### config.mk
export PLATFORM = sky130hd
export DESIGN_NAME = multi_switch_debouncer
export DESIGN_NICKNAME = d
export VERILOG_FILES = /design/src/rtl/multi_switch_debouncer.sv
export SDC_FILE = /design/constraint.sdc
export NUM_CORES = 1
export LEC_CHECK = 0
export CAP_MARGIN = 20
export CORE_MARGIN = 5
export CORE_UTILIZATION = 34
export DETAILED_ROUTE_END_ITERATION = 7
export GPL_ROUTABILITY_DRIVEN = 0
export SYNTH_ARGS = -nofsm -noshare
export SYNTH_HDL_FRONTEND = slang
export SYNTH_SLANG_ARGS = --single-unit
export TNS_END_PERCENT = 30
### constraint.sdc
create_clock -name clk -period 2.4 [get_ports clk]
set_input_delay 0.72 -clock clk [delete_from_list [all_inputs] [get_ports clk]]
set_output_delay 0.72 -clock clk [all_outputs]
set_load 0.005 [all_outputs]
### src/rtl/multi_switch_debouncer.sv
// N-channel switch debouncer: two-flop synchroniser, per-channel stability counter,
// registered debounced level and one-cycle rise/fall strobes.
module multi_switch_debouncer #(
  parameter int   N_CH          = 4,
  parameter int   STABLE_CYCLES = 16,
  parameter logic RESET_VAL     = 1'b0
) (
  input  logic            clk,
  input  logic            rst,
  input  logic [N_CH-1:0] sw_in,
  output logic [N_CH-1:0] sw_db,
  output logic [N_CH-1:0] rise_pulse,
  output logic [N_CH-1:0] fall_pulse,
  output logic            any_change
);

  localparam int            CW      = $clog2(STABLE_CYCLES);
  localparam logic [CW-1:0] CNT_MAX = CW'(STABLE_CYCLES - 1);

  logic [N_CH-1:0] sync1_q, sync1_d;
  logic [N_CH-1:0] s_q, s_d;
  logic [N_CH-1:0] db_q, db_d;
  logic [N_CH-1:0] rise_q, rise_d;
  logic [N_CH-1:0] fall_q, fall_d;
  logic            any_q, any_d;
  logic [CW-1:0]   cnt_q [N_CH];
  logic [CW-1:0]   cnt_d [N_CH];

  always_comb begin
    sync1_d = sw_in;
    s_d     = sync1_q;
    db_d    = db_q;
    rise_d  = '0;
    fall_d  = '0;
    for (int i = 0; i < N_CH; i++) begin
      cnt_d[i] = cnt_q[i];
      if (s_q[i] == db_q[i]) begin
        cnt_d[i] = '0;
      end else if (cnt_q[i] == CNT_MAX) begin
        // Strobes are registered alongside db so they coincide with the new level.
        db_d[i]   = s_q[i];
        cnt_d[i]  = '0;
        rise_d[i] = s_q[i];
        fall_d[i] = ~s_q[i];
      end else begin
        cnt_d[i] = cnt_q[i] + CW'(1);
      end
    end
    any_d = |(rise_d | fall_d);
  end

  always_ff @(posedge clk or posedge rst) begin
    if (rst) begin
      sync1_q <= {N_CH{RESET_VAL}};
      s_q     <= {N_CH{RESET_VAL}};
      db_q    <= {N_CH{RESET_VAL}};
      rise_q  <= '0;
      fall_q  <= '0;
      any_q   <= 1'b0;
      for (int i = 0; i < N_CH; i++) cnt_q[i] <= '0;
    end else begin
      sync1_q <= sync1_d;
      s_q     <= s_d;
      db_q    <= db_d;
      rise_q  <= rise_d;
      fall_q  <= fall_d;
      any_q   <= any_d;
      for (int i = 0; i < N_CH; i++) cnt_q[i] <= cnt_d[i];
    end
  end

  assign sw_db      = db_q;
  assign rise_pulse = rise_q;
  assign fall_pulse = fall_q;
  assign any_change = any_q;

endmodule

==> results.sh <==
export IMPL_antenna_found_initial=0
export IMPL_path_delay_family="buffers and inverters"
export IMPL_cp_slowest_stage_delay_ns=0.53
export IMPL_synth_area_leaders="dfrtp_1, nor3b_1, xnor2_1"
export IMPL_avgSynthCellArea_um2=13.74
export IMPL_final_nets=137
export IMPL_crit_fanout=5
export IMPL_finalWorstSetupSlack_ns=0.4392
export IMPL_critPathKind="reg -> out"
export IMPL_ys_seq_area_frac=0.6673
export IMPL_crit_path_top_delay_cell="clkdlybuf4s50_1"
export IMPL_cts_buffers=5
export IMPL_drt_iter0_markers=22
export IMPL_placed_area_mm2=0.001650
export IMPL_path_clk_slew_ns=0.07
export IMPL_grt_pass1_vias=934
export IMPL_multiInputGateArea_um2=442.9
export IMPL_grt_pass1_wl_um=4098
export IMPL_seq_area_um2=925.9
export IMPL_hpwl_um=1675
export IMPL_syn_area_mm2=0.001388
export IMPL_rows=23
export IMPL_diodes=0
export IMPL_min_path_type="reg -> reg"
export IMPL_vias_per_cell=4.824
export IMPL_clock_path_buffers=2
export IMPL_ys_seq_elements=37
export IMPL_hold_viol_final=0
export IMPL_worstPathArrival_ns=1.24
export IMPL_first_pass_iters=4
export IMPL_final_area_mm2=0.001724
export IMPL_syn_to_final_growth_pct=24.26
export IMPL_grt_max_degree=28
export IMPL_drc=0
export IMPL_post_route_util=0.4342
export IMPL_fill_cells=374
export IMPL_post_cts_setup_buffers=0
export IMPL_wl_per_cell_um=12.79
export IMPL_ctsHoldBuffers=0
export IMPL_p_leak_nw=0.7410
export IMPL_die_w_um=73.89
export IMPL_max_freq_mhz=510.0
export IMPL_status="finished, final reports clean"
export IMPL_worstPathCellList="clkdlybuf4s50_1"
export IMPL_tns_ns=0
export IMPL_ant_nets=0
export IMPL_cts_tree="built"
export IMPL_yosysTopAreaCellShare=0.6673
export IMPL_place_ws_ns=0.7290
export IMPL_syn_inst=101
export IMPL_maxCapViolCount=0
export IMPL_overflow=0
export IMPL_maxSlewViolCount=0
export IMPL_routed_wl_um=2251
export IMPL_design_die_area_mm2=0.005459
export IMPL_r2r_slack_ns=1.05
export IMPL_drive_gt1_frac=0.1032
export IMPL_die_h_um=73.89
export IMPL_htree_num_levels=2
export IMPL_yosys_cell_types_count=18
export IMPL_irDropWorstVdd_mv=0.3634
export IMPL_routed_wl_met3_um=118
export IMPL_grt_usage=0.1031
export IMPL_wl_met1_um=905
export IMPL_start_util=0.3494
export IMPL_setup_viol_count_final=0
export IMPL_critPathLaunchType="flop"
export IMPL_powerDensity_mw_per_mm2=648.0
export IMPL_worstSkewPairLatency_ns=0.28
export IMPL_highest_layer="met4"
export IMPL_holdWs_ns=0.3486
export IMPL_fin_crit_sh=0.8170
export IMPL_skew_ns=0.005043
export IMPL_route_met2_wl_um=1180
export IMPL_port_buffers=18
export IMPL_path_buf_inv=1
export IMPL_ios=19
export IMPL_clkSinkCount=37
export IMPL_tightest_slew_ns=0.4542
export IMPL_synth_top_area_cell="dfrtp_1"
export IMPL_cts_resized_gates=0
export IMPL_core_mm2=0.003971
export IMPL_synthesis_nets=111
export IMPL_vias=849
export IMPL_rsz0062_at_grt="no"
export IMPL_relSlewSlack=0.6969
export IMPL_worstPathRequired_ns=1.68
export IMPL_period_needed_ns=1.961
export IMPL_endpoint_kind="primary output"
export IMPL_yosys_warnings=0
export IMPL_cts_root_buf="clkbuf_8"
-- cells by family (layout without fill, tap and decap cells) --
logic type                 Yosys count  count (layout)  synth area share
AOI/OAI and AO/OA                   16              16           0.06493
DFF                                 37              37            0.6673
muxes                                4               4           0.03246
xor gates and xnor gates             8               8           0.05591
and+or+nand+nor                     27              27            0.1298
adders and majority gates            4               4           0.03607
buffers and inverters                5              30           0.01353
-- routing by layer --
metal	up-vias	GRT usage
met5	-	0
met4	0	0.04829
met3	7	0.04925
met2	20	0.1781
met1	419	0.1036
li1	403	-
-- final timing paths --
check | endpoint | cells after the start | startpoint
setup / recovery | sw_db[0] | 1 | sw_db[0]
hold / removal | s_q[0] | 0 | s_d[0]
setup reg to reg | any_change | 4 | cnt_q[12]
hold reg to reg | s_q[0] | 0 | s_d[0]
max in group asynchronous | cnt_q[2] | 3 | rst
min in group asynchronous | s_d[0] | 2 | rst
-- per-stage QoR --
stage / total power, mW / cells
after global routing: 1.177 / 176
final: 1.117 / 176
after detailed placement: 0.7473 / 170
after CTS: 1.135 / 176
after floorplan: 0.7196 / 101
after global placement: 0.7414 / 170
-- placed cells by master (no fill, tap or decap), types with 4 or more instances in the layout --
cell | synthesis | routed
nor3b_1 | 10 | 10
o21ai_0 | 4 | 4
clkbuf_8 | 0 | 5
clkdlybuf4s50_1 | 0 | 18
mux2_2 | 4 | 4
inv_1 | 5 | 5
nand3_1 | 4 | 4
a21oi_1 | 8 | 8
xnor2_1 | 7 | 7
dfrtp_1 | 37 | 37
ha_1 | 4 | 4
nor2_1 | 4 | 4
nand4b_1 | 4 | 4
-- flip-flops by register name (all words and copies together), names as in the netlist --
register and flops:
any_change 1, s_d 4, rise_pulse 4, fall_pulse 4, cnt_q 16, s_q 4
sw_db 4
-- worst reg2reg max path, delay by kind of cell (launching register included) --
family                     cells  cell delay, ns
DFF                            1            0.42
adders and majority gates      1            0.27
AOI/OAI and AO/OA              1            0.12
and+or+nand+nor                2            0.44
-- area by class of cell --
cell class | count | area share
multi-input combinational | 59 | 0.2569
clock buffer | 5 | 0.03991
inverter | 5 | 0.01089
clock inverter | 1 | 0.002903
sequential | 37 | 0.5370
timing repair buffer | 19 | 0.1161
tap | 50 | 0.03628
-- synthesized netlist by cell type --
master and count:
a21oi_1 8, a311oi_1 2, and2b_1 1, and2b_2 1, dfrtp_1 37, ha_1 4
inv_1 5, mux2_2 4, nand3_1 4, nand4b_1 4, nor2_1 4, nor2b_1 2
nor3b_1 10, o21ai_0 4, o22ai_1 2, or2_1 1, xnor2_1 7, xnor2_2 1
-- power breakdown --
part	leakage [nW]	total, mW	switching (mW)	internal (mW)
sequential	0.488	0.669	0.0220	0.647
clock	0.0399	0.383	0.193	0.191
combinational	0.213	0.0649	0.0316	0.0333
(Power assumes the default switching activity.)
==> variant: new RTL, same settings <==
The parameter `STABLE_CYCLES` goes from 16 to 64.
--- a/src/rtl/multi_switch_debouncer.sv
+++ b/src/rtl/multi_switch_debouncer.sv
@@ -4,3 +4,3 @@
   parameter int   N_CH          = 4,
-  parameter int   STABLE_CYCLES = 16,
+  parameter int   STABLE_CYCLES = 64,
   parameter logic RESET_VAL     = 1'b0
Check against the original RTL: no difference found for any inputs over 10 cycles, from zero or initial values and one cycle with rst high; that may be too few to reach the edited logic, so the function may still have changed.
==> variant against the unedited design <==
Largest cell class unchanged. Design area rose by 25%. Non-clock buffer count unchanged. Sequential cell count increased by 8. Routed wire length increased by 33%. Setup slack worse by 36 ps. Critical endpoint is now sw_db[2]. Total power up 22%. Clock power up 30%. Sequential power is 20% higher. Synthesized area grew 28%.
==> variant: results (changes against the unedited design) <==
[status]
run_status=completed  ; unchanged

[logic_synthesis]
yosys.cell_types.count=22  ; was 18
synthCells=143  ; was 101
synth-seq-area-share_pct=63.3  ; was 66.7%
synth_commonest_cells=sky130_fd_sc_hd__dfrtp_1, sky130_fd_sc_hd__nor2_1, sky130_fd_sc_hd__nand3_1  ; was sky130_fd_sc_hd__dfrtp_1, sky130_fd_sc_hd__nor3b_1, sky130_fd_sc_hd__a21oi_1
synth_top_area_cells=sky130_fd_sc_hd__dfrtp_1, sky130_fd_sc_hd__xnor2_1, sky130_fd_sc_hd__xor2_1, sky130_fd_sc_hd__nor3b_1, sky130_fd_sc_hd__nand3_1  ; was sky130_fd_sc_hd__dfrtp_1, sky130_fd_sc_hd__nor3b_1, sky130_fd_sc_hd__xnor2_1, sky130_fd_sc_hd__ha_1, sky130_fd_sc_hd__mux2_2

[layout]
nFillCells=494  ; was 374
final_net_count=179  ; was 137
layout-drive-gt1-share_pct=10.0  ; was 10.3%
max_ffs_per_register=24  ; was 16

[route]
routed_via_density=4.59  ; was 4.82
totalWireLength_mm=2.99  ; was 2.25 mm
met2RoutedLength_mm=1.51  ; was 1.18 mm
wire_length_on_met1_mm=1.31  ; was 905 µm
wl_met3_um=121  ; was 118 µm
detail_route.wl_per_cell_um=12.5  ; was 12.8 µm

[placement]
detailedPlace.worstSlack_ps=728  ; was 729 ps
placedCellCount=232  ; was 170
dp_hpwl_mm=2.15  ; was 1.67 mm

[worst_hold_path]
min-delay-start=s_d[3]  ; was s_d[0]

[worst_setup_path]
r2r-end=sw_db[3]  ; was any_change
cp_launch_point=sw_db[2]  ; was sw_db[0]
critPathCapture=sw_db[2]  ; was sw_db[0]
timing.critical_path.arrival_ps=1280  ; was 1240 ps
crit-reg2reg-launch=cnt_q[0]  ; was cnt_q[12]
highest_net_fanout_along_the_worst_path=6  ; was 5

[global_routing]
globalRouteMet1Util_pct=11.8  ; was 10.4%
gr-usage-all-layers_pct=9.94  ; was 10.3%
grt_start_max_net_pins=46  ; was 28
global_route.usage.met2_pct=16.3  ; was 17.8%
grt_pass1_vias=1128  ; was 934
grt_util_met3_pct=3.25  ; was 4.92%

[timing]
worst_slew_pin_slew_ps=555  ; was 454 ps
finalHoldWorstSlack_ps=351  ; was 349 ps
fin_worst_skew_ps=6.18  ; was 5.04 ps

[power]
leakage_nw=0.949  ; was 0.741 nW
ir_worst_vdd_mv=0.388  ; was 0.363 mV

variant: final cells by class:
type	instances	area [µm²]	area share [%]
flip-flops and latches	45	1130	52.3
multi-input cells	97	648	30.1
repair buffers	19	188	8.71
clock buffers	7	96.3	4.47
well taps	70	87.6	4.07
clock inverters	1	5.00	0.232
inverters	1	3.75	0.174
variant: cells by family (layout without fill, tap and decap cells):
logic type      after synthesis  in the layout  synth area share [%]
simple gates                 58             58                  17.6
xor+xnor                     19             19                  9.36
fa+ha+maj                     4              4                  2.82
mux                           4              4                  2.53
compound gates               12             12                  4.15
buf+inv                       1             28                 0.211
flops                        45             45                  63.3
variant: worst reg2reg max path, stage by stage (launching register included):
cell                      delay, ps
sky130_fd_sc_hd__dfrtp_1        410
sky130_fd_sc_hd__ha_1           250
sky130_fd_sc_hd__and4_1         230
sky130_fd_sc_hd__nand2_1        140
sky130_fd_sc_hd__mux2_2         350
variant: power breakdown:
part           switching [W]  internal (W)
clock               0.000236      0.000260
sequential         0.0000201      0.000781
combinational      0.0000335     0.0000281
